--- src/rtl/apb_pkg.sv ---
// Shared types and constants for the APB initiator bridge.
package apb_pkg;

  typedef enum logic [1:0] {
    IDLE,
    SETUP,
    ACCESS,
    RESP
  } apb_state_t;

  localparam int STRB_W          = 4;
  localparam int DEFAULT_TIMEOUT = 255;

endpackage

--- src/rtl/apb_watchdog.sv ---
// Saturating ACCESS-phase cycle counter; expired flags the final allowed cycle.
module apb_watchdog
  import apb_pkg::*;
#(
  parameter int TIMEOUT = DEFAULT_TIMEOUT
) (
  input  logic pclk,
  input  logic presetn,
  input  logic clr,
  input  logic en,
  output logic expired
);

  localparam int CNT_W = (TIMEOUT > 0) ? $clog2(TIMEOUT + 1) : 1;
  localparam logic [CNT_W-1:0] LIMIT = CNT_W'((TIMEOUT > 0) ? TIMEOUT - 1 : 0);

  logic [CNT_W-1:0] cnt;

  function automatic logic [CNT_W-1:0] sat_inc(input logic [CNT_W-1:0] v);
    return (&v) ? v : v + 1'b1;
  endfunction

  always_ff @(posedge pclk or negedge presetn) begin
    if (!presetn) begin
      cnt <= '0;
    end else if (clr) begin
      cnt <= '0;
    end else if (en) begin
      cnt <= sat_inc(cnt);
    end
  end

  // TIMEOUT of zero disables the watchdog entirely.
  assign expired = (TIMEOUT != 0) && (cnt == LIMIT);

endmodule

--- src/rtl/apb_master.sv ---
// Single-outstanding APB initiator: valid/ready request in, held response out.
module apb_master
  import apb_pkg::*;
#(
  parameter int ADDR_WIDTH = 32,
  parameter int DATA_WIDTH = 32,
  parameter int TIMEOUT    = DEFAULT_TIMEOUT
) (
  input  logic                  pclk,
  input  logic                  presetn,
  input  logic                  req_valid,
  output logic                  req_ready,
  input  logic [ADDR_WIDTH-1:0] req_addr,
  input  logic [DATA_WIDTH-1:0] req_wdata,
  input  logic                  req_write,
  input  logic [STRB_W-1:0]     req_strb,
  output logic                  rsp_valid,
  input  logic                  rsp_ready,
  output logic [DATA_WIDTH-1:0] rsp_rdata,
  output logic                  rsp_err,
  output logic                  rsp_timeout,
  output logic [ADDR_WIDTH-1:0] paddr,
  output logic [DATA_WIDTH-1:0] pdata,
  output logic                  pwrite,
  output logic [STRB_W-1:0]     pstb,
  output logic                  psel,
  output logic                  penable,
  input  logic [DATA_WIDTH-1:0] prdata,
  input  logic                  pready,
  input  logic                  perr
);

  apb_state_t state_q, state_d;
  logic       accept;
  logic       expired;
  logic       in_access;

  assign accept    = (state_q == IDLE) && req_valid;
  assign in_access = (state_q == ACCESS);

  apb_watchdog #(.TIMEOUT(TIMEOUT)) u_watchdog (
    .pclk    (pclk),
    .presetn (presetn),
    .clr     (state_q == SETUP),
    .en      (in_access && !pready),
    .expired (expired)
  );

  always_ff @(posedge pclk or negedge presetn) begin
    if (!presetn) begin
      state_q <= IDLE;
    end else begin
      state_q <= state_d;
    end
  end

  always_comb begin
    state_d = state_q;
    case (state_q)
      IDLE:    if (req_valid) state_d = SETUP;
      SETUP:   state_d = ACCESS;
      ACCESS:  if (pready || expired) state_d = RESP;
      RESP:    if (rsp_ready) state_d = IDLE;
      default: state_d = IDLE;
    endcase
  end

  // APB strobes come straight off the state register, so reset drops them at once.
  always_comb begin
    req_ready = 1'b0;
    psel      = 1'b0;
    penable   = 1'b0;
    case (state_q)
      IDLE:    req_ready = 1'b1;
      SETUP:   psel      = 1'b1;
      ACCESS: begin
        psel    = 1'b1;
        penable = 1'b1;
      end
      default: ;
    endcase
  end

  always_ff @(posedge pclk or negedge presetn) begin
    if (!presetn) begin
      paddr  <= '0;
      pdata  <= '0;
      pwrite <= 1'b0;
      pstb   <= '0;
    end else if (accept) begin
      paddr  <= req_addr;
      pdata  <= req_wdata;
      pwrite <= req_write;
      pstb   <= req_write ? req_strb : '0;
    end
  end

  // A real pready in the expiry cycle is treated as a normal completion.
  always_ff @(posedge pclk or negedge presetn) begin
    if (!presetn) begin
      rsp_valid   <= 1'b0;
      rsp_rdata   <= '0;
      rsp_err     <= 1'b0;
      rsp_timeout <= 1'b0;
    end else if (in_access && pready) begin
      rsp_valid   <= 1'b1;
      rsp_rdata   <= (pwrite || perr) ? '0 : prdata;
      rsp_err     <= perr;
      rsp_timeout <= 1'b0;
    end else if (in_access && expired) begin
      rsp_valid   <= 1'b1;
      rsp_rdata   <= '0;
      rsp_err     <= 1'b1;
      rsp_timeout <= 1'b1;
    end else if ((state_q == RESP) && rsp_ready) begin
      rsp_valid   <= 1'b0;
    end
  end

endmodule

--- config.mk ---
export PLATFORM = sky130hd
export DESIGN_NAME = apb_master
export DESIGN_NICKNAME = d
export VERILOG_FILES = /design/src/rtl/apb_pkg.sv /design/src/rtl/apb_watchdog.sv /design/src/rtl/apb_master.sv
export SDC_FILE = /design/constraint.sdc
export NUM_CORES = 1
export LEC_CHECK = 0
export CORE_MARGIN = 2
export CORE_UTILIZATION = 44
export CTS_CLUSTER_DIAMETER = 40
export DETAILED_ROUTE_END_ITERATION = 10
export PLACE_DENSITY = 0.86
export SYNTH_ARGS = -nofsm -noshare
export SYNTH_HDL_FRONTEND = slang
export SYNTH_SLANG_ARGS = --single-unit
--- constraint.sdc ---
create_clock -name pclk -period 4.1 [get_ports pclk]
set_input_delay 1.23 -clock pclk [delete_from_list [all_inputs] [get_ports pclk]]
set_output_delay 1.23 -clock pclk [all_outputs]
set_load 0.02 [all_outputs]
==> flow_summary.ini, run 1 <==
[status]
status = finished clean

[floorplan]
die_w_um = 105
fp.coreArea_mm2 = 0.00982
die_h_um = 105
pin_count = 214
rows = 36
design.die.area_mm2 = 0.0110
start_util_pct = 45.7

[synthesis]
synth_fa_ha_area_share_pct = 1.95
ys_ff_latch = 114
synth_top_family_by_area = multiplexers
synth_top_area_share_pct = 63.6
yosys.area.top_type = dfrtp_1
async_flop_share_pct = 100
synthCells = 303
synth_compound_area_share_pct = 10.1
yosys-mux-area-fraction_pct = 16.6
synth.yosys.warnings = 0
synth-main-ff-cell = dfrtp_1
synth-edff-count = 0
ys_seq_area_share_pct = 63.6
synthDistinctLibCells = 34
synthXorXnorAreaFrac_pct = 0.391
syn_area_per_cell_um2 = 14.8
synth_most_common_cell = dfrtp_1
syn-num-nets = 417
synth-simple-area-share_pct = 3.85
synthTopCellsByArea = dfrtp_1 (64%), mux2_2 (17%), a22o_1 (5.5%)
syn-cell-area_mm2 = 0.00448
synth_commonest_cells = dfrtp_1 (114), mux2_2 (66), a22o_1 (28)

[worst_setup_path]
critPathLaunchType = register
crit_arrival_ps = 2120
worstReg2RegStart = state_q[0]
critPathRequiredTime_ps = 2870
reg2reg_depth = 5
worstSetupEndpointType = primary output
worstSetupPathType = reg -> out
reg2reg_setup_slack_ps = 1910
critical_path.max_fanout = 9
crit_start = state_q[0]
worstReg2RegEnd = pdata[3]

[sta]
slew-limit-headroom_pct = 41.6
period_share_pct = 81.8
fmax_ghz = 0.298
skew_ps = 6.70
hold_viol = 0
final-max-slew-violation-count = 0
setup_viol = 0
post-route-min-period_ps = 3350
tightest_slew_ps = 872
fin_setup_tns_ps = 0
rsz0062_at_grt = false

[job]
maxCapViolCount = 0

[drt]
vias_per_cell = 5.15
drc = 0
drt-initial-drc-count = 173
routedWlPerCell_um = 18.5
vias = 3441
dr.pass1.iters = 4
wl_um = 12400
postRouteAntennaNets = 0

[pwr]
power_switching_share_pct = 33.0
p_leak_nw = 3.17
vdd_drop_max_uv = 455
p_switching_mw = 2.09
internal_power_mw = 4.24
clkPwrFrac_pct = 25.8
p_comb_share_pct = 43.5
p_per_area_mw_per_mm2 = 859
seq_power_share_pct = 30.7

[clocking]
clock_latency_ps = 500
post-cts-setup-buffers = 0
htree_levels = 4
cts-hold-fix-buffers = 0
path_clk_slew_ps = 50
clockBufferDepth = 2
ctsResizeCount = 0
cts_buffers = 17
tritoncts = done
clock_sinks = 114
root_buffer = clkbuf_8

[placed_design]
port_buffers = 213
gp_congestion = 0.784
placed_cell_area_mm2 = 0.00670
dpl.hpwl_um = 8670

[layout]
drive_above_1_share_pct = 20.7
fin_area_mm2 = 0.00736
synthToLayoutAreaGrowth_pct = 64.1
diodes = 0
nets = 636

[min_path]
hold_depth = 2
min_from = pstb[0]
min_path_type = reg -> reg
min_to = pstb[0]

[grt]
grt_pass1_vias = 3697
grt_max_degree = 60
antenna_found_initial = 0
grt_pass1_wl_um = 19900
grt_usage_pct = 23.5
gr-total-overflow = 0
cell usage in the layout (no fill, tap or decap), types with 3 or more instances in the layout:
| cell | n |
|---|---|
| mux2_2 | 66 |
| clkbuf_8 | 3 |
| nor2_1 | 6 |
| inv_1 | 8 |
| a211oi_1 | 3 |
| buf_4 | 5 |
| a22o_2 | 4 |
| clkbuf_1 | 3 |
| ha_1 | 7 |
| a22o_1 | 28 |
| a21oi_1 | 6 |
| bufinv_16 | 6 |
| clkinv_2 | 3 |
| clkdlybuf4s50_1 | 212 |
| dfrtp_1 | 114 |
| nand2_1 | 15 |
| clkbuf_16 | 16 |
| o21ai_0 | 4 |
logic make-up after synthesis:
group,count (synthesis)
simple gates,34
buf+inv,26
xor+xnor,2
flops,114
compound gates,54
mux,66
fa+ha+maj,7
power groups by stage:
stage	clock network [mW]	registers [mW]	logic (mW)
after floorplan	0	2.53	0.802
after global placement	0	1.92	2.70
after detailed placement	0	1.95	2.75
after CTS	1.66	1.95	2.78
after global routing	1.71	2.01	2.90
final	1.63	1.94	2.75
layout make-up:
class | count | area [µm²]
Clock buffer | 22 | 453
Multi-Input combinational cell | 163 | 1480
Sequential cell | 114 | 2850
Fill cell | 670 | 2460
Inverter | 8 | 30.0
Timing Repair Buffer | 218 | 2180
Clock inverter | 10 | 204
Tap cell | 133 | 166
registers in the layout (all words and copies together), names as in the netlist:
name            flops
rsp_timeout         1
state_q             2
rsp_err             1
rsp_valid           1
pdata              32
pwrite              1
rsp_rdata          32
paddr              32
pstb                4
u_watchdog.cnt      8
routing by layer:
metal | vias up | global-route usage (%) | part of all wire, %
li1 | 1537 | - | -
met1 | 1732 | 27.3 | 39
met2 | 153 | 40.4 | 52
met3 | 19 | 7.42 | 7.2
met4 | 0 | 9.52 | 1.8
met5 | - | 0 | 0
worst max-delay path, cell delays in order (launching register included):
cell,delay [ps]
dfrtp_1,410
inv_1,120
ha_1,410
clkdlybuf4s50_1,690
metrics by stage:
| step | util, % | hold slack, ps | std cells | worst slack (ps) | power (mW) |
|---|---|---|---|---|---|
| floorplan | - | 528 | 303 | 1930 | 3.33 |
| global placement | 68.3 | 463 | 636 | 1010 | 4.62 |
| detailed placement | 68.3 | 471 | 636 | 997 | 4.70 |
| CTS | 75.0 | 484 | 668 | 734 | 6.38 |
| global route | 75.0 | 519 | 668 | 665 | 6.62 |
| finish | 75.0 | 480 | 668 | 747 | 6.32 |
how the worst max path moves through the flow:
stage          cells past startpoint   endpoint
6_report                           3    penable
5_1_grt                            3    penable
4_1_cts                            3    penable
3_5_place_dp                       4   pdata[2]
3_3_place_gp                       4  pdata[20]
2_1_floorplan                      3  pdata[19]
Note: power is estimated with default switching activity, not from simulation.
==> inputs of run 2 (changes only) <==
--- a/config.mk
+++ b/config.mk
@@ -6,10 +6,10 @@
 export NUM_CORES = 1
 export LEC_CHECK = 0
 export CORE_MARGIN = 2
-export CORE_UTILIZATION = 44
+export CORE_UTILIZATION = 41
 export CTS_CLUSTER_DIAMETER = 40
 export DETAILED_ROUTE_END_ITERATION = 10
-export PLACE_DENSITY = 0.86
+export PLACE_DENSITY = 0.8
 export SYNTH_ARGS = -nofsm -noshare
 export SYNTH_HDL_FRONTEND = slang
 export SYNTH_SLANG_ARGS = --single-unit
==> constraint.sdc (replaced) <==
create_clock -name pclk -period 3.2 [get_ports pclk]
set_input_delay 0.96 -clock pclk [delete_from_list [all_inputs] [get_ports pclk]]
set_output_delay 0.96 -clock pclk [all_outputs]
set_load 0.02 [all_outputs]
==> flow_summary.ini, run 2 (synthesis gave the netlist of run 1 again) <==
[status]
status = finished clean

[worst_setup_path]
critical_path.max_fanout = 9
cp_slowest_stage_delay_ps = 680
reg2reg_depth = 6
worstSetupEndpointType = primary output
critPathRequiredTime_ps = 2240
worstSetupPathType = reg -> out
crit_arrival_ps = 2100
path_cells = inv_1 > ha_1 > clkdlybuf4s50_1
cp_slowest_cell = clkdlybuf4s50_1
critPathLaunchType = register

[drt]
drc = 0
drt-initial-drc-count = 159
vias_per_cell = 4.92
dr.pass1.iters = 4
routedWlPerCell_um = 17.4
wl_um = 11700
postRouteAntennaNets = 0
vias = 3322

[pwr]
vdd_drop_max_uv = 473
p_leak_nw = 3.15
p_per_area_mw_per_mm2 = 1070
totalPowerFinal_mw = 7.84

[grt]
grt_max_degree = 99
grt_usage_pct = 19.9
grt_pass1_wl_um = 17600
grt_pass1_vias = 3512
gr-total-overflow = 0
antenna_found_initial = 0

[placed_design]
gp_congestion = 0.768
dp_cells = 644
dpl.hpwl_um = 8500
port_buffers = 213

[clocking]
ctsResizeCount = 0
clockBufferDepth = 2
root_buffer = clkbuf_8
tritoncts = done
cts_buffers = 17
cts-hold-fix-buffers = 0
htree_levels = 4
clock_latency_ps = 510
path_clk_slew_ps = 50
clock_sinks = 114
post-cts-setup-buffers = 0

[sta]
hold_viol = 0
tightest_slew_ps = 534
whs_ps = 321
setup_viol = 0
period_share_pct = 95.6
slew-limit-headroom_pct = 64.4
post-route-min-period_ps = 3060
fin_setup_tns_ps = 0
rsz0062_at_grt = false
final-max-slew-violation-count = 0
fmax_ghz = 0.327
skew_ps = 10.5

[layout]
diodes = 0
nets = 637
finalNonFillerCells = 675
synthToLayoutAreaGrowth_pct = 63.3
final_cell_mix = clkdlybuf4s50_1 (212), dfrtp_1 (114), mux2_2 (66)
fin_util_pct = 68.2
layout_commonest_cell = clkdlybuf4s50_1
drive_above_1_share_pct = 21.1
largest_registers = paddr: 32 flops, pdata: 32 flops, rsp_rdata: 32 flops

[floorplan]
start_util_pct = 41.7
die_w_um = 109
fp.coreArea_mm2 = 0.0107
die_h_um = 109
rows = 38
design.die.area_mm2 = 0.0118
pin_count = 214

[job]
maxCapViolCount = 0

[min_path]
min_path_type = in -> async
==> run 2: per-layer routing <==
| layer | share of wire (%) | vias up | global-route usage (%) |
|---|---|---|---|
| li1 | - | 1536 | - |
| met1 | 40 | 1622 | 22.2 |
| met2 | 51 | 147 | 34.8 |
| met3 | 7.8 | 17 | 6.33 |
| met4 | 2.0 | 0 | 8.88 |
| met5 | 0 | - | 0 |
==> run 2: area by class of cell <==
class                   count  area (µm²)
inverters                   8        30.0
multi-input cells         163        1480
clock inverters            10         133
flip-flops and latches    114        2850
repair buffers            219        2200
clock buffers              21         459
well taps                 140         175
fillers                   788        3420
==> run 2: worst max-delay path, delay by kind of cell (launching register included) <==
family / cells / cell delay [ps]
flops: 1 / 410
buf+inv: 2 / 790
fa+ha+maj: 1 / 390
==> run 2: per-stage QoR <==
step / area (µm²) / worst slack [ps]
after floorplan: 4480 / 1300
after detailed placement: 6730 / 522
after CTS: 7320 / 110
after global routing: 7320 / 60.6
final: 7320 / 141
after global placement: 6730 / 593
==> run 2: worst paths after layout <==
check	from	to	slack, ps
min in group pclk	pstb[0]	pstb[0]	480
hold reg to reg	pstb[0]	pstb[0]	480
max in group asynchronous	presetn	rsp_rdata[30]	2080
setup / recovery	state_q[0]	penable	140
hold / removal	presetn	paddr[1]	320
setup reg to reg	state_q[0]	u_watchdog.cnt[1]	1120
==> run 2: where the power goes <==
part	switching (mW)	total [mW]	internal (mW)	leakage [nW]
Clock	0.619	1.85	1.24	0.286
Sequential	0.364	2.47	2.11	1.42
Combinational	1.64	3.51	1.87	1.44
Total	2.63	7.84	5.21	3.15
==> RTL edit (config.mk and constraints of run 2) <==
`DEFAULT_TIMEOUT`: 255 -> 510.
--- a/src/rtl/apb_pkg.sv
+++ b/src/rtl/apb_pkg.sv
@@ -10,5 +10,5 @@
 
   localparam int STRB_W          = 4;
-  localparam int DEFAULT_TIMEOUT = 255;
+  localparam int DEFAULT_TIMEOUT = 510;
 
 endpackage
Function: same outputs for any inputs over 10 cycles, from zero or initial values and one cycle with presetn low; that may be too few to reach the edited logic, so the function may still have changed.
==> RTL edit against run 2 <==
- sequential share of layout area increased by 0.28 points
- setup slack about the same
- power increased by 0.85%
- wire length decreased by 3.9%
- sequential cell count increased by 1
- design area increased by 0.15%
- die area decreased by 0.16%
- clock power increased by 4%
- core utilization increased by 0.10 points
- combinational power about the same
- first-iteration DRC count decreased by 17%
- global-route usage about the same
- synthesized area decreased by 0.17%
- final cell count decreased by 0.44%
==> RTL edit: results (changes against run 2) <==
Clock-pin slew on the worst setup and hold paths = 50 ps (about the same)
DPL Wire Length = 8.14 mm (-4.3%)
Clock Power Share = 24.3% (+0.6 points)
Netlist cell types = 29 (-15%)
Synth cell count leaders = 115 x dfrtp_1, 66 x mux2_2, 32 x a22o_1
Total GRT Usage = 19.9% (-0.041 points)
IO buf count = 213 (unchanged)
Synth warnings = 0 (unchanged)
Slowest CP cell = clkdlybuf4s50_1
Pre-Repair DR Iteration Count = 4 (unchanged)
Largest net degree at the start of global routing = 74 (-25%)
Critical Path Start = state_q[0]$_DFFE_PN0P_
R2R Path End = u_watchdog.cnt[5]$_DFFE_PN0P_
Vias in the first global route = 3,551 (+1.1%)
Metal2 WL = 5.51 mm (-7.3%)
R2R Setup Slk = 1060 ps (-60 ps)
Ys async rst share = 100% (unchanged)
Clock network power = 1920 uW (+4%)
Max FO, Critical Path = 10 (+1)
WL met3 = 1.17 mm (+29%)
Slew HR = 57.8% (-6.6 points)
CTS Hold Bufs = 0 (unchanged)
Layout cell share with drive strength beyond 1 = 19.5% (-1.6 points)
Leakage = 0.00321 uW (+1.9%)
Switching share of power = 33.3% (-0.25 points)
Reg2reg start = u_watchdog.cnt[2]$_DFFE_PN0P_
Delay of the slowest cell on the worst path = 690 ps
Synthesized Nets = 414 (-0.72%)
Min Hold Slack = 479 ps (+158 ps)
Resized cells post-CTS = 0 (unchanged)
CTS H-tree depth = 4 (unchanged)
Crit path max-delay family = buffers and inverters
DR iter-0 viols = 132 (-17%)
Root buf cell = clkbuf_8
Met1 Track Usage GR = 23.7% (+1.5 points)
DRT met1 WL = 4.47 mm (-3.8%)
Register area share after synthesis = 64.3% (+0.67 points)
Layout Nets = 633 (-0.63%)
Top cells by area, synth = dfrtp_1 64%, mux2_2 17%, a22o_1 6.3%
Worst reg2reg path depth = 7 (+1)
Max layer used = met4
First-pass GRT wire length = 17.7 mm (+1.1%)
Placed Instance Area = 6730 sq um (about the same)
Vias/cell = 4.87 (-1.0%)
GR Util met3 = 8.98% (+2.7 points)
Combinational group power = 3500 uW (about the same)
End of the critical path = penable
GRT met2 Usage = 32.1% (-2.7 points)
Routed wire per std cell = 16.8 microns (-3.5%)
Gp weighted congestion = 0.714 (-7.1%)
Worst VDD drop = 0.549 mV (+16%)
Status = complete, no violations
Most frequent cell after synthesis = dfrtp_1
Clk_skew = 3.51 ps (-6.98 ps)
-- RTL edit: changes by cell type after synthesis, moves of 3 or more --
cell | run 2 | this run
xor2_1 | 0 | 6
a22o_1 | 28 | 32
a22o_2 | 4 | 0
buf_2 | 8 | 11
nand2_1 | 16 | 13
nor2_1 | 6 | 9
-- RTL edit: kinds of logic after synthesis --
group / share of synthesized area (%)
simple gates: 4.28
compound gates: 8.30
fa+ha+maj: 1.96
flops: 64.3
xor+xnor: 1.37
buf+inv: 2.99
mux: 16.8
-- RTL edit: cell type report --
cell class / count / area, sq um
clock buffer: 22 / 453
clock inverter: 10 / 155
fill: 794 / 3410
inverter: 6 / 22.5
multi-input combinational: 162 / 1470
sequential: 115 / 2880
tap: 140 / 175
timing repair buffer: 217 / 2180
-- RTL edit: per-stage QoR --
step	std cells	utilization (%)	setup WS, ps
floorplan	300	-	1260
CTS	672	68.3	116
global placement	640	62.6	708
global route	672	68.3	18.0
finish	672	68.3	142
detailed placement	640	62.6	663
